$ cat src/rtl/usequencer.sv
// Microprogram sequencer: holds the control-store address, picks the next microaddress and stalls on main-memory waits.
// Optional ACK timeout with trap to TRAP_ADDR is built when USEQUENCER_TIMEOUT_EN is defined.
module usequencer #(
  parameter int                         DATAWIDTH_MADDR     = 11,
  parameter int                         DATAWIDTH_DECODEROP = 8,
  parameter int                         DATAWIDTH_COND      = 3,
  parameter int                         TIMEOUT_CYCLES      = 255,
  parameter logic [DATAWIDTH_MADDR-1:0] TRAP_ADDR           = 11'h7F0
) (
  input  logic                           USEQUENCER_CLOCK_50,
  input  logic                           USEQUENCER_ResetInLow_In,
  input  logic [DATAWIDTH_COND-1:0]      USEQUENCER_Cond_InBus,
  input  logic [DATAWIDTH_MADDR-1:0]     USEQUENCER_JumpAddr_InBus,
  input  logic [DATAWIDTH_DECODEROP-1:0] USEQUENCER_DecodeOP_InBus,
  input  logic                           USEQUENCER_IR13_In,
  input  logic                           USEQUENCER_FlagNegative_In,
  input  logic                           USEQUENCER_FlagZero_In,
  input  logic                           USEQUENCER_FlagOverflow_In,
  input  logic                           USEQUENCER_FlagCarry_In,
  input  logic                           USEQUENCER_MemReq_In,
  input  logic                           USEQUENCER_ACK_In,
  output logic [DATAWIDTH_MADDR-1:0]     USEQUENCER_MicroAddr_OutBus,
  output logic                           USEQUENCER_Hold_Out,
  output logic                           USEQUENCER_Waiting_Out,
  output logic                           USEQUENCER_Timeout_Out
);

  typedef enum logic {
    ST_RUN  = 1'b0,
    ST_WAIT = 1'b1
  } state_t;

  state_t                     state, state_nxt;
  logic [DATAWIDTH_MADDR-1:0] addr, addr_nxt;
  logic [DATAWIDTH_MADDR-1:0] addr_inc;
  logic [DATAWIDTH_MADDR-1:0] branch_addr;
  logic                       stall;

  // Handshake: a microword with MemReq is a request; it completes in the cycle ACK is
  // high (possibly the request cycle itself). ACK without an outstanding request is ignored.
  assign stall    = USEQUENCER_MemReq_In & ~USEQUENCER_ACK_In;
  assign addr_inc = addr + DATAWIDTH_MADDR'(1);

  always_comb begin
    branch_addr = addr_inc;
    case (USEQUENCER_Cond_InBus)
      3'd1:    if (USEQUENCER_FlagNegative_In) branch_addr = USEQUENCER_JumpAddr_InBus;
      3'd2:    if (USEQUENCER_FlagZero_In)     branch_addr = USEQUENCER_JumpAddr_InBus;
      3'd3:    if (USEQUENCER_FlagOverflow_In) branch_addr = USEQUENCER_JumpAddr_InBus;
      3'd4:    if (USEQUENCER_FlagCarry_In)    branch_addr = USEQUENCER_JumpAddr_InBus;
      3'd5:    if (USEQUENCER_IR13_In)         branch_addr = USEQUENCER_JumpAddr_InBus;
      3'd6:    branch_addr = USEQUENCER_JumpAddr_InBus;
      3'd7:    branch_addr = DATAWIDTH_MADDR'({1'b1, USEQUENCER_DecodeOP_InBus, 2'b00});
      default: branch_addr = addr_inc;
    endcase
  end

`ifdef USEQUENCER_TIMEOUT_EN
  localparam int CW = $clog2(TIMEOUT_CYCLES + 1);
  logic [CW-1:0] cnt, cnt_nxt;
  logic          timeout, timeout_nxt;
`endif

  always_comb begin
    state_nxt = state;
    addr_nxt  = addr;
`ifdef USEQUENCER_TIMEOUT_EN
    cnt_nxt     = cnt;
    timeout_nxt = 1'b0;
`endif
    case (state)
      ST_RUN: begin
        if (stall) begin
          state_nxt = ST_WAIT;
`ifdef USEQUENCER_TIMEOUT_EN
          cnt_nxt = '0;
`endif
        end else begin
          addr_nxt = branch_addr;
        end
      end
      ST_WAIT: begin
        // ACK wins over a simultaneous expiry
        if (USEQUENCER_ACK_In) begin
          addr_nxt  = branch_addr;
          state_nxt = ST_RUN;
        end
`ifdef USEQUENCER_TIMEOUT_EN
        else if (cnt == CW'(TIMEOUT_CYCLES - 1)) begin
          addr_nxt    = TRAP_ADDR;
          state_nxt   = ST_RUN;
          timeout_nxt = 1'b1;
        end else begin
          cnt_nxt = cnt + CW'(1);
        end
`endif
      end
      default: state_nxt = ST_RUN;
    endcase
  end

  always_ff @(posedge USEQUENCER_CLOCK_50 or negedge USEQUENCER_ResetInLow_In) begin
    if (!USEQUENCER_ResetInLow_In) begin
      state <= ST_RUN;
      addr  <= '0;
    end else begin
      state <= state_nxt;
      addr  <= addr_nxt;
    end
  end

`ifdef USEQUENCER_TIMEOUT_EN
  always_ff @(posedge USEQUENCER_CLOCK_50 or negedge USEQUENCER_ResetInLow_In) begin
    if (!USEQUENCER_ResetInLow_In) begin
      cnt     <= '0;
      timeout <= 1'b0;
    end else begin
      cnt     <= cnt_nxt;
      timeout <= timeout_nxt;
    end
  end
  assign USEQUENCER_Timeout_Out = timeout;
`else
  logic unused_cfg;
  assign unused_cfg             = ^{TRAP_ADDR, TIMEOUT_CYCLES[0]};
  assign USEQUENCER_Timeout_Out = 1'b0;
`endif

  assign USEQUENCER_MicroAddr_OutBus = addr;
  assign USEQUENCER_Waiting_Out      = (state == ST_WAIT);
  assign USEQUENCER_Hold_Out         = USEQUENCER_ResetInLow_In & stall;

endmodule
$ cat config.mk
export PLATFORM = sky130hd
export DESIGN_NAME = usequencer
export DESIGN_NICKNAME = d
export VERILOG_FILES = /design/src/rtl/usequencer.sv
export SDC_FILE = /design/constraint.sdc
export NUM_CORES = 1
export LEC_CHECK = 0
export ABC_AREA = 1
export BUFFER_PORTS_ARGS = -buffer_cell sky130_fd_sc_hd__buf_2
export CORE_MARGIN = 4
export CORE_UTILIZATION = 35
export DETAILED_ROUTE_END_ITERATION = 7
export SLEW_MARGIN = 20
export SYNTH_ARGS = -nofsm -noshare
export SYNTH_HDL_FRONTEND = slang
export SYNTH_SLANG_ARGS = --single-unit
$ cat constraint.sdc
create_clock -name USEQUENCER_CLOCK_50 -period 1.7 [get_ports USEQUENCER_CLOCK_50]
set_input_delay 0.34 -clock USEQUENCER_CLOCK_50 [delete_from_list [all_inputs] [get_ports USEQUENCER_CLOCK_50]]
set_output_delay 0.34 -clock USEQUENCER_CLOCK_50 [all_outputs]
set_load 0.05 [all_outputs]
==> impl_metrics.env <==
export IMPL_drv_slew=0
export IMPL_postLayoutCoreUtil_pct=45.3
export IMPL_drive_gt1_share_pct=32.5
export IMPL_rows=22
export IMPL_top_layer="met4"
export IMPL_cts_path_max_buffers=2
export IMPL_p_leak_nw=0.887
export IMPL_synth_ff_type="dfrtp_1"
export IMPL_via_count=1436
export IMPL_drc=0
export IMPL_postCtsSetupBuffers=0
export IMPL_initial_core_util_pct=37.0
export IMPL_clock_sinks=12
export IMPL_whs_ns=0.0574
export IMPL_synth_edf_count=0
export IMPL_wl_met3_um=145
export IMPL_cp_cell_sequence="ha_1 -> o21ai_0 -> nor2_1 -> a21oi_1 -> nand3_1 -> o21bai_1 -> nand2_1"
export IMPL_syn_avg_cell_area_um2=6.54
export IMPL_slowest_stage="dfrtp_2"
export IMPL_setup_tns_ns=0
export IMPL_path_clk_slew_ns=0.06
export IMPL_htree_levels=1
export IMPL_die_h_um=70.7
export IMPL_ir_worst_vdd_mv=0.430
export IMPL_wl_met2_um=1650
export IMPL_ys_types=36
export IMPL_finalHoldViolations=0
export IMPL_cts_tree="yes"
export IMPL_grt_overflow_total=0
export IMPL_diodes=0
export IMPL_start_kind="flip-flop"
export IMPL_dp_hpwl_um=2980
export IMPL_areaGrowthSynthToFinish_pct=22.5
export IMPL_grt_max_degree=13
export IMPL_cp_arrival_ns=1.60
export IMPL_yosysMostFrequentCell="nand2_1"
export IMPL_cp_top_family="flip-flops"
export IMPL_yosys_area_top_type="dfrtp_1"
export IMPL_grt_pass1_vias=1283
export IMPL_drt_wirelength_per_cell_um=12.0
export IMPL_status="completed"
export IMPL_drt_wl_total_um=3630
export IMPL_finalCritPeriodShare_pct=86.1
export IMPL_cpPeakStageDelay_ns=0.42
export IMPL_crit_required_ns=1.84
export IMPL_gp_congestion=0.835
export IMPL_rsz0062_at_grt="false"
export IMPL_fin_crit_ns=1.46
export IMPL_die_w_um=70.7
export IMPL_viasPerCell=4.74
export IMPL_p_per_area_nw_per_um2=832
export IMPL_synth_seq_area_share_pct=21.9
export IMPL_drt_iter0_drc=93
export IMPL_dr_pass1_iters=4
export IMPL_syn_num_nets=242
export IMPL_post_place_ws_ns=0.131
export IMPL_crit_type="reg -> reg"
export IMPL_fmax_ghz=0.683
export IMPL_port_buffers=43
export IMPL_grt_use_total_pct=15.0
export IMPL_hp_class="in -> async"
export IMPL_clock_root_buffer="clkbuf_8"
export IMPL_skew_ns=0.00153
export IMPL_total_power_mw=1.40
export IMPL_num_nets_final=288
export IMPL_antenna_found_initial=0
export IMPL_cts_resized=0
export IMPL_yosys_register_bits=12
export IMPL_ios=45
export IMPL_yosysWarnings=0
export IMPL_grt_pass1_wl_um=6070
export IMPL_synth_cells=210
export IMPL_insertion_delay_ns=0.25
export IMPL_cp_end_kind="flip-flop"
export IMPL_layout_setup_ws_ns=0.236
export IMPL_cts_hold_buf=0
export IMPL_path_buf_inv=0
export IMPL_setup_viol=0
export IMPL_synth_area_um2=1370
export IMPL_core_area_um2=3720
export IMPL_cap_violations=0
export IMPL_cts_buffers_inserted=3
export IMPL_synth_common_cells="61 x nand2_1, 23 x nor2_1, 22 x nand3_1"
export IMPL_ant_nets=0
export IMPL_synth_area_leaders="dfrtp_1 22%, nand2_1 17%, nand3_1 8.0%, nor2_4 7.4%, nor2_1 6.3%"
export IMPL_synth_top_area_share_pct=21.9
export IMPL_ys_async_sr_fraction_pct=100
export IMPL_met1_length_um=1790
export IMPL_critPathMaxFanout=6
export IMPL_die_area_um2=4990
-- layer usage --
layer	up-vias	track usage, %
met5	-	0
met4	0	4.38
met3	4	2.13
li1	771	-
met2	26	23.8
met1	635	21.2
-- cells in the final DEF (no fill, tap or decap), types with 2 or more instances in the layout --
master / instances
a22oi_1: 2
inv_2: 2
a21boi_1: 2
o21ai_2: 2
nand3_4: 3
nand4_1: 4
nand2_2: 6
clkbuf_8: 4
nor2_4: 9
buf_4: 3
nand2_1: 61
nor2_1: 23
a21oi_1: 9
dfrtp_1: 10
nor3_1: 4
inv_1: 18
o211ai_1: 2
nand3_1: 22
inv_4: 2
dfrtp_2: 2
buf_2: 43
o21ai_0: 7
-- registers in the layout, indices dropped and copies added (netlist names) --
| register | flops |
|---|---|
| USEQUENCER_MicroAddr_OutBus | 11 |
| USEQUENCER_Waiting_Out | 1 |
-- final timing paths --
kind	from	to	slack, ns	depth (start not counted)
worst max register to register	USEQUENCER_MicroAddr_OutBus[1]	USEQUENCER_MicroAddr_OutBus[1]	0.24	7
worst min-delay path	USEQUENCER_ResetInLow_In	USEQUENCER_MicroAddr_OutBus[6]	0.06	2
worst min register to register	USEQUENCER_MicroAddr_OutBus[1]	USEQUENCER_MicroAddr_OutBus[1]	0.52	2
min in group USEQUENCER_CLOCK_50	USEQUENCER_ACK_In	USEQUENCER_Waiting_Out	0.31	2
worst max-delay path	USEQUENCER_MicroAddr_OutBus[1]	USEQUENCER_MicroAddr_OutBus[1]	0.24	7
max in group asynchronous	USEQUENCER_ResetInLow_In	USEQUENCER_MicroAddr_OutBus[0]	1.47	2
-- cell families (layout without fill, tap and decap cells) --
group / Yosys count / count (layout) / share of synthesized area (%)
adders and majority gates: 1 / 1 / 0.911
DFF: 12 / 12 / 21.9
and+or+nand+nor: 137 / 137 / 51.6
AOI/OAI and AO/OA: 27 / 27 / 12.0
buffers and inverters: 29 / 74 / 10.8
other: 1 / 1 / 0.273
xor gates and xnor gates: 3 / 3 / 2.46
-- area by class of cell --
cell class                      instances  area (µm²)
Clock buffer                            4        55.1
Fill cell                             405        2030
Inverter                               24         103
Sequential cell                        12         303
Tap cell                               48        60.1
Timing Repair Buffer                   46         238
Multi-Input combinational cell        169         925
-- power breakdown --
group	switching (mW)	internal (mW)	total [mW]	leakage [nW]
Combinational	0.469	0.193	0.661	0.714
Clock	0.126	0.205	0.331	0.0288
Sequential	0.0688	0.339	0.408	0.144
-- per-stage QoR --
stage                     instance area (µm²)  cells
after floorplan                          1380    210
after CTS                                1680    303
after detailed placement                 1630    299
after global routing                     1680    303
after global placement                   1630    299
final                                    1680    303
No activity file was read; power rests on OpenSTA's default activity.
